--- src/rtl/accel_tilt_seq.sv ---
// accel_tilt_seq
// Sequences two CORDIC vectoring requests per accelerometer sample:
//   roll  = atan2(ay, az)
//   pitch = atan2(-ax, |(ay, az)|), reusing the roll request's magnitude.
// Publishes roll/pitch together with a one-cycle tilt_valid strobe.
// A per-request wait counter aborts a stalled CORDIC after TIMEOUT cycles.

module accel_tilt_seq #(
   parameter int TIMEOUT = 64
) (
   input  logic        clk,
   input  logic        rst_n,
   input  logic        acc_valid,
   input  logic [15:0] acc_x,
   input  logic [15:0] acc_y,
   input  logic [15:0] acc_z,
   output logic        acc_ready,
   output logic        acc_overrun,
   output logic [23:0] crd_x,
   output logic [23:0] crd_y,
   output logic        crd_start,
   input  logic        crd_done,
   input  logic [23:0] crd_angle,
   input  logic [23:0] crd_magnitude,
   output logic [23:0] roll,
   output logic [23:0] pitch,
   output logic        tilt_valid,
   output logic        busy,
   output logic        err_timeout
);

   localparam int               CNT_W    = $clog2(TIMEOUT + 1);
   localparam logic [CNT_W-1:0] CNT_LAST = CNT_W'(TIMEOUT - 1);

   typedef enum logic [2:0] {
      IDLE       = 3'd0,
      ROLL_REQ   = 3'd1,
      ROLL_WAIT  = 3'd2,
      PITCH_REQ  = 3'd3,
      PITCH_WAIT = 3'd4
   } state_t;

   state_t           state_r;
   state_t           state_s;
   logic [23:0]      ax_r;
   logic [23:0]      roll_l_r;
   logic [CNT_W-1:0] wait_cnt_r;

   logic accept_s;
   logic roll_done_s;
   logic pitch_done_s;
   logic expire_s;

   // Sign-extend a raw 16-bit accelerometer axis to the 24-bit CORDIC width.
   function automatic logic [23:0] sext16(input logic [15:0] v);
      return {{8{v[15]}}, v};
   endfunction

   // Decodes of the state register; overrun flags a sample arriving while busy.
   assign acc_ready   = (state_r == IDLE);
   assign busy        = (state_r != IDLE);
   assign crd_start   = (state_r == ROLL_REQ) || (state_r == PITCH_REQ);
   assign acc_overrun = acc_valid && (state_r != IDLE);

   // Next-state logic and per-cycle event strobes.
   always_comb begin
      state_s      = state_r;
      accept_s     = 1'b0;
      roll_done_s  = 1'b0;
      pitch_done_s = 1'b0;
      expire_s     = 1'b0;
      case (state_r)
         IDLE: begin
            if (acc_valid) begin
               accept_s = 1'b1;
               state_s  = ROLL_REQ;
            end else begin
               state_s  = IDLE;
            end
         end
         ROLL_REQ: begin
            state_s = ROLL_WAIT;
         end
         ROLL_WAIT: begin
            // A done arriving in the expiry cycle still counts as completion.
            if (crd_done) begin
               roll_done_s = 1'b1;
               state_s     = PITCH_REQ;
            end else if (wait_cnt_r == CNT_LAST) begin
               expire_s    = 1'b1;
               state_s     = IDLE;
            end else begin
               state_s     = ROLL_WAIT;
            end
         end
         PITCH_REQ: begin
            state_s = PITCH_WAIT;
         end
         PITCH_WAIT: begin
            if (crd_done) begin
               pitch_done_s = 1'b1;
               state_s      = IDLE;
            end else if (wait_cnt_r == CNT_LAST) begin
               expire_s     = 1'b1;
               state_s      = IDLE;
            end else begin
               state_s      = PITCH_WAIT;
            end
         end
         default: begin
            state_s = IDLE;
         end
      endcase
   end

   // State register.
   always_ff @(posedge clk) begin
      if (!rst_n) begin
         state_r <= IDLE;
      end else begin
         state_r <= state_s;
      end
   end

   // Wait counter: cleared in each REQ cycle so it reads 0 in the first WAIT cycle.
   always_ff @(posedge clk) begin
      if (!rst_n) begin
         wait_cnt_r <= '0;
      end else if ((state_r == ROLL_REQ) || (state_r == PITCH_REQ)) begin
         wait_cnt_r <= '0;
      end else if ((state_r == ROLL_WAIT) || (state_r == PITCH_WAIT)) begin
         wait_cnt_r <= wait_cnt_r + CNT_W'(1);
      end else begin
         wait_cnt_r <= wait_cnt_r;
      end
   end

   // CORDIC operands are loaded on the edge entering each REQ state so they
   // are already valid while crd_start is high, and hold through the WAIT.
   // The roll magnitude goes straight into crd_x as the pitch request's X.
   always_ff @(posedge clk) begin
      if (!rst_n) begin
         ax_r     <= 24'd0;
         roll_l_r <= 24'd0;
         crd_x    <= 24'd0;
         crd_y    <= 24'd0;
      end else if (accept_s) begin
         ax_r     <= sext16(acc_x);
         roll_l_r <= roll_l_r;
         crd_x    <= sext16(acc_z);
         crd_y    <= sext16(acc_y);
      end else if (roll_done_s) begin
         ax_r     <= ax_r;
         roll_l_r <= crd_angle;
         crd_x    <= crd_magnitude;
         // 24-bit negate: -(-32768) becomes +32768 without wrapping.
         crd_y    <= 24'd0 - ax_r;
      end else begin
         ax_r     <= ax_r;
         roll_l_r <= roll_l_r;
         crd_x    <= crd_x;
         crd_y    <= crd_y;
      end
   end

   // Published results: roll and pitch update together, strobes last one cycle.
   always_ff @(posedge clk) begin
      if (!rst_n) begin
         roll        <= 24'd0;
         pitch       <= 24'd0;
         tilt_valid  <= 1'b0;
         err_timeout <= 1'b0;
      end else begin
         tilt_valid  <= pitch_done_s;
         err_timeout <= expire_s;
         if (pitch_done_s) begin
            roll  <= roll_l_r;
            pitch <= crd_angle;
         end else begin
            roll  <= roll;
            pitch <= pitch;
         end
      end
   end

endmodule

--- config.mk ---
export PLATFORM = sky130hd
export DESIGN_NAME = accel_tilt_seq
export DESIGN_NICKNAME = d
export VERILOG_FILES = /design/src/rtl/accel_tilt_seq.sv
export SDC_FILE = /design/constraint.sdc
export NUM_CORES = 1
export LEC_CHECK = 0
export ABC_CLOCK_PERIOD_IN_PS = 2700
export CAP_MARGIN = 10
export CELL_PAD_IN_SITES_DETAIL_PLACEMENT = 1
export CELL_PAD_IN_SITES_GLOBAL_PLACEMENT = 1
export CORE_ASPECT_RATIO = 0.7
export CORE_MARGIN = 3
export CORE_UTILIZATION = 31
export DETAILED_ROUTE_END_ITERATION = 10
export PLACE_DENSITY_LB_ADDON = 0.1
export SYNTH_ARGS = -nofsm -noshare
export SYNTH_HDL_FRONTEND = slang
export SYNTH_SLANG_ARGS = --single-unit
--- constraint.sdc ---
create_clock -name clk -period 2.7 [get_ports clk]
set_input_delay 0.27 -clock clk [delete_from_list [all_inputs] [get_ports clk]]
set_output_delay 0.27 -clock clk [all_outputs]
set_load 0.05 [all_outputs]
==> summary.md <==
The flop and latch count out of synthesis was 141. The total of fill cells in the finished design came out at 2056. The first global-routing pass estimated 30720 µm of wire. The share of the yosys chip area belonging to registers was 51.17%. The setup slack after placement is 0.3365 ns, and the number of warnings issued by yosys is 0. In the finished design, the share of the clock period the worst path needs comes to 90.16%. Based on the critical path, the design can be clocked at up to 410.8 MHz.

The count of standard-cell rows is 40, and the gate count after technology mapping is 694. The starting utilization of the core area is 31.86%, and the worst-case clock buffer depth is 2. The mean instance size in the synthesized netlist is 7.949 µm². In this run the cell area of the synthesized design comes to 5517 µm². After clock tree synthesis, the clock-pin slew on the worst setup and hold paths is 0.06 ns. The congestion estimate from routability-driven global placement came to 0.7942. The count of final setup violators is 0.

The die covers 19460 µm². The clock arrives with 0.01226 ns of skew. The critical path is of the flop to output port type. Counting tap cells, the placed design contains a total of 1084 instances. The run gives 2.43 ns as the data required time of the worst path. For the number of global-route vias before repair, the log shows 5836. The logs give 0 for the initial antenna violation count and 0 for the number of inserted diodes. In this run the worst path has a maximum fanout of 11. Entering global routing, the biggest net connects 59 pins.

The run finished with clean final reports. The run gives 796 as the post-synth net total. The worst path needs 2.434 ns of the cycle, external delays included. Dividing total power by cell area gives a power density of 703.6 nW/µm².

Counting distinct cell types in the post-synthesis netlist gives 51. Summing all flip-flop and latch instances after layout gives 2823 µm². For the total congestion overflow, the log shows 0.

The number of post-CTS setup repair buffers is 0. For this run, the detailed router's first-pass iteration total came to 4. Critical path endpoint category: an output port. In this run, post-CTS hold repair placed 0 buffers.

The critical path data arrival time is 2.16 ns, and the routed wire length per instance is 17.09 µm. After synthesis, the share of flip-flops with an asynchronous set or reset is 0%. The logs give 0.3392 mV for the highest ir drop seen on vdd and 0 for the final-report hold violation count. The die is 165.4 µm wide. Power comes to 5.925 mW. The worst setup path is launched from a flop. The tools report the DRC marker count from the first detailed-route iteration as 350. Across the run, the number of max-cap violations was 0. The run gives 2.871 nW as the leakage component of the power. TritonCTS built the clock tree.

The type of the tightest min-delay check was input port to flop. The final route contains 5504 vias. Clock tree synthesis inserted a total of 17 buffers. The number of enable-type register cells in the synthesized netlist is 0, and the detailed placement HPWL is 13520 µm. The layout overhead on the synthesized area is 52.64%. Gates resized during post-CTS repair numbered 0. After floorplanning, the core was sized to cover 17320 µm². The overall routed net length was 19070 µm; the count of non-filler cells in the finished layout was 1116.

The remaining routing DRC violations was 0; the number of vias per cell after detailed routing was 4.932. The net count of the finished layout was 974; the number of clock sinks seen by CTS was 141. Overall die height: 117.6 µm.

The latest clock arrival within the worst-skew pair came out at 0.42 ns. The logs give 0 for the final max-slew violation count and 0 ns for the setup total negative slack. Worst slew margin relative to its limit: 58.88%.

202 I/O pins were placed. Setup repair after global routing left no endpoint under its margin. At the pin with the least slew margin, the transition time is 0.6121 ns.

The root buffer cell was sky130_fd_sc_hd__clkbuf_16. The multi-input combinational cells in the finished layout cover a total of 2477 µm². Setup slack on the critical path of the routed design comes to 0.2657 ns. Of the cells placed in the final design, the portion with a size suffix greater than 1 is 6.893%. For this run, the leading register cell type out of synthesis is sky130_fd_sc_hd__dfxtp_1. The H-tree depth is 4, and the count of buffers inserted at the top-level ports is 201.

Overall track demand over capacity in global routing: 19.60%. In this run the remaining antenna-violating nets after routing total 0.
[cell type report]
| class | count | area share (%) |
|---|---|---|
| sequential | 141 | 33.52 |
| multi-input combinational | 489 | 29.42 |
| timing repair buffer | 218 | 25.71 |
| clock buffer | 18 | 5.215 |
| tap | 231 | 3.432 |
| clock inverter | 14 | 2.452 |
| inverter | 5 | 0.2526 |
[flip-flops by register name (all words and copies together) (netlist names)]
register	flops
crd_x	24
pitch	24
roll	24
roll_l_r	24
crd_y	17
ax_r	16
wait_cnt_r	7
state_r	3
err_timeout	1
tilt_valid	1
[layer usage]
| metal | up-vias | track usage [%] | wire length [µm] |
|---|---|---|---|
| met4 | 0 | 4.364 | 142 |
| met2 | 137 | 30.83 | 8847 |
| met5 | - | 0 | 0 |
| met3 | 9 | 5.944 | 1264 |
| met1 | 2652 | 26.47 | 8813 |
| li1 | 2706 | - | - |
[critical path: stages, from the launching register on]
cell	delay, ns
sky130_fd_sc_hd__dfxtp_1	0.65
sky130_fd_sc_hd__nor3_2	0.10
sky130_fd_sc_hd__inv_1	0.08
sky130_fd_sc_hd__and2_1	0.12
sky130_fd_sc_hd__clkdlybuf4s50_1	0.79
[metrics by stage]
stage | hold WS, ns | utilization [%] | instance area (µm²)
after floorplan | 0.4060 | - | 5522
after global placement | 0.4386 | 44.90 | 7775
after detailed placement | 0.4492 | 44.90 | 7775
after CTS | 0.3909 | 48.63 | 8421
after global routing | 0.4242 | 48.63 | 8421
final | 0.4014 | 48.63 | 8421
[Yosys cell counts, types with 2 or more instances]
cell type	number	area [µm²]
sky130_fd_sc_hd__o21ai_0	2	10.01
sky130_fd_sc_hd__or3_1	6	37.54
sky130_fd_sc_hd__nand2_1	235	882.1
sky130_fd_sc_hd__buf_1	4	15.01
sky130_fd_sc_hd__a31oi_1	12	75.07
sky130_fd_sc_hd__o221ai_1	3	26.28
sky130_fd_sc_hd__or4_1	2	15.01
sky130_fd_sc_hd__o22ai_1	3	18.77
sky130_fd_sc_hd__xnor2_1	10	87.58
sky130_fd_sc_hd__nor4b_1	5	43.79
sky130_fd_sc_hd__clkbuf_1	47	176.4
sky130_fd_sc_hd__a21oi_1	97	485.5
sky130_fd_sc_hd__and3_1	2	12.51
sky130_fd_sc_hd__a311oi_1	14	122.6
sky130_fd_sc_hd__nand4_1	6	37.54
sky130_fd_sc_hd__o211ai_1	2	15.01
sky130_fd_sc_hd__nand3_1	6	30.03
sky130_fd_sc_hd__nor4_1	5	31.28
sky130_fd_sc_hd__ha_1	2	25.02
sky130_fd_sc_hd__nor3_1	3	15.01
sky130_fd_sc_hd__a22oi_1	15	112.6
sky130_fd_sc_hd__nor2_1	33	123.9
sky130_fd_sc_hd__buf_4	7	52.55
sky130_fd_sc_hd__nand2b_1	2	12.51
sky130_fd_sc_hd__dfxtp_1	141	2823
sky130_fd_sc_hd__nor3b_1	2	15.01
sky130_fd_sc_hd__inv_1	4	15.01
[layout by cell type (no fill, tap or decap), types with 2 or more instances in the layout]
master                            instances
sky130_fd_sc_hd__nand2_1                235
sky130_fd_sc_hd__clkdlybuf4s50_1        201
sky130_fd_sc_hd__dfxtp_1                141
sky130_fd_sc_hd__a21oi_1                 97
sky130_fd_sc_hd__nor2_1                  33
sky130_fd_sc_hd__clkbuf_16               17
sky130_fd_sc_hd__a22oi_1                 15
sky130_fd_sc_hd__buf_4                   15
sky130_fd_sc_hd__a311oi_1                14
sky130_fd_sc_hd__a31oi_1                 12
sky130_fd_sc_hd__xnor2_1                 10
sky130_fd_sc_hd__or3_1                    6
sky130_fd_sc_hd__nand4_1                  6
sky130_fd_sc_hd__nor4b_1                  5
sky130_fd_sc_hd__nor4_1                   5
sky130_fd_sc_hd__nand3_1                  5
sky130_fd_sc_hd__inv_1                    4
sky130_fd_sc_hd__bufinv_16                4
sky130_fd_sc_hd__o221ai_1                 3
sky130_fd_sc_hd__o22ai_1                  3
sky130_fd_sc_hd__clkinv_4                 3
sky130_fd_sc_hd__clkinvlp_4               3
sky130_fd_sc_hd__inv_6                    3
sky130_fd_sc_hd__or4_1                    2
sky130_fd_sc_hd__o21ai_0                  2
sky130_fd_sc_hd__nand2b_1                 2
sky130_fd_sc_hd__nor3b_1                  2
sky130_fd_sc_hd__nor3_1                   2
sky130_fd_sc_hd__o211ai_1                 2
sky130_fd_sc_hd__ha_1                     2
sky130_fd_sc_hd__buf_12                   2
[logic make-up (layout without fill, tap and decap cells)]
logic type	Yosys count	in the layout	synth area share, %
xor gates and xnor gates	11	11	1.746
AOI/OAI and AO/OA	158	158	17.17
and+or+nand+nor	318	318	24.61
DFF	141	141	51.17
adders and majority gates	2	2	0.4535
buffers and inverters	64	255	4.853
[worst paths after layout]
check	startpoint	slack (ns)	depth (start not counted)	end
worst max-delay path	state_r[2]	0.27	4	acc_overrun
worst min-delay path	acc_x[10]	0.40	3	ax_r[10]
worst max register to register	ax_r[0]	0.55	4	crd_y[13]
worst min register to register	roll_l_r[12]	0.45	2	roll_l_r[12]
[power breakdown]
part           leakage [nW]  total [mW]  internal (mW)  switching (mW)
sequential             1.15        2.27           2.19          0.0882
combinational          1.42        1.11          0.431           0.677
clock                 0.306        2.54           1.59           0.952
total                  2.87        5.93           4.21            1.72
Power figures use the tool's default switching activity.
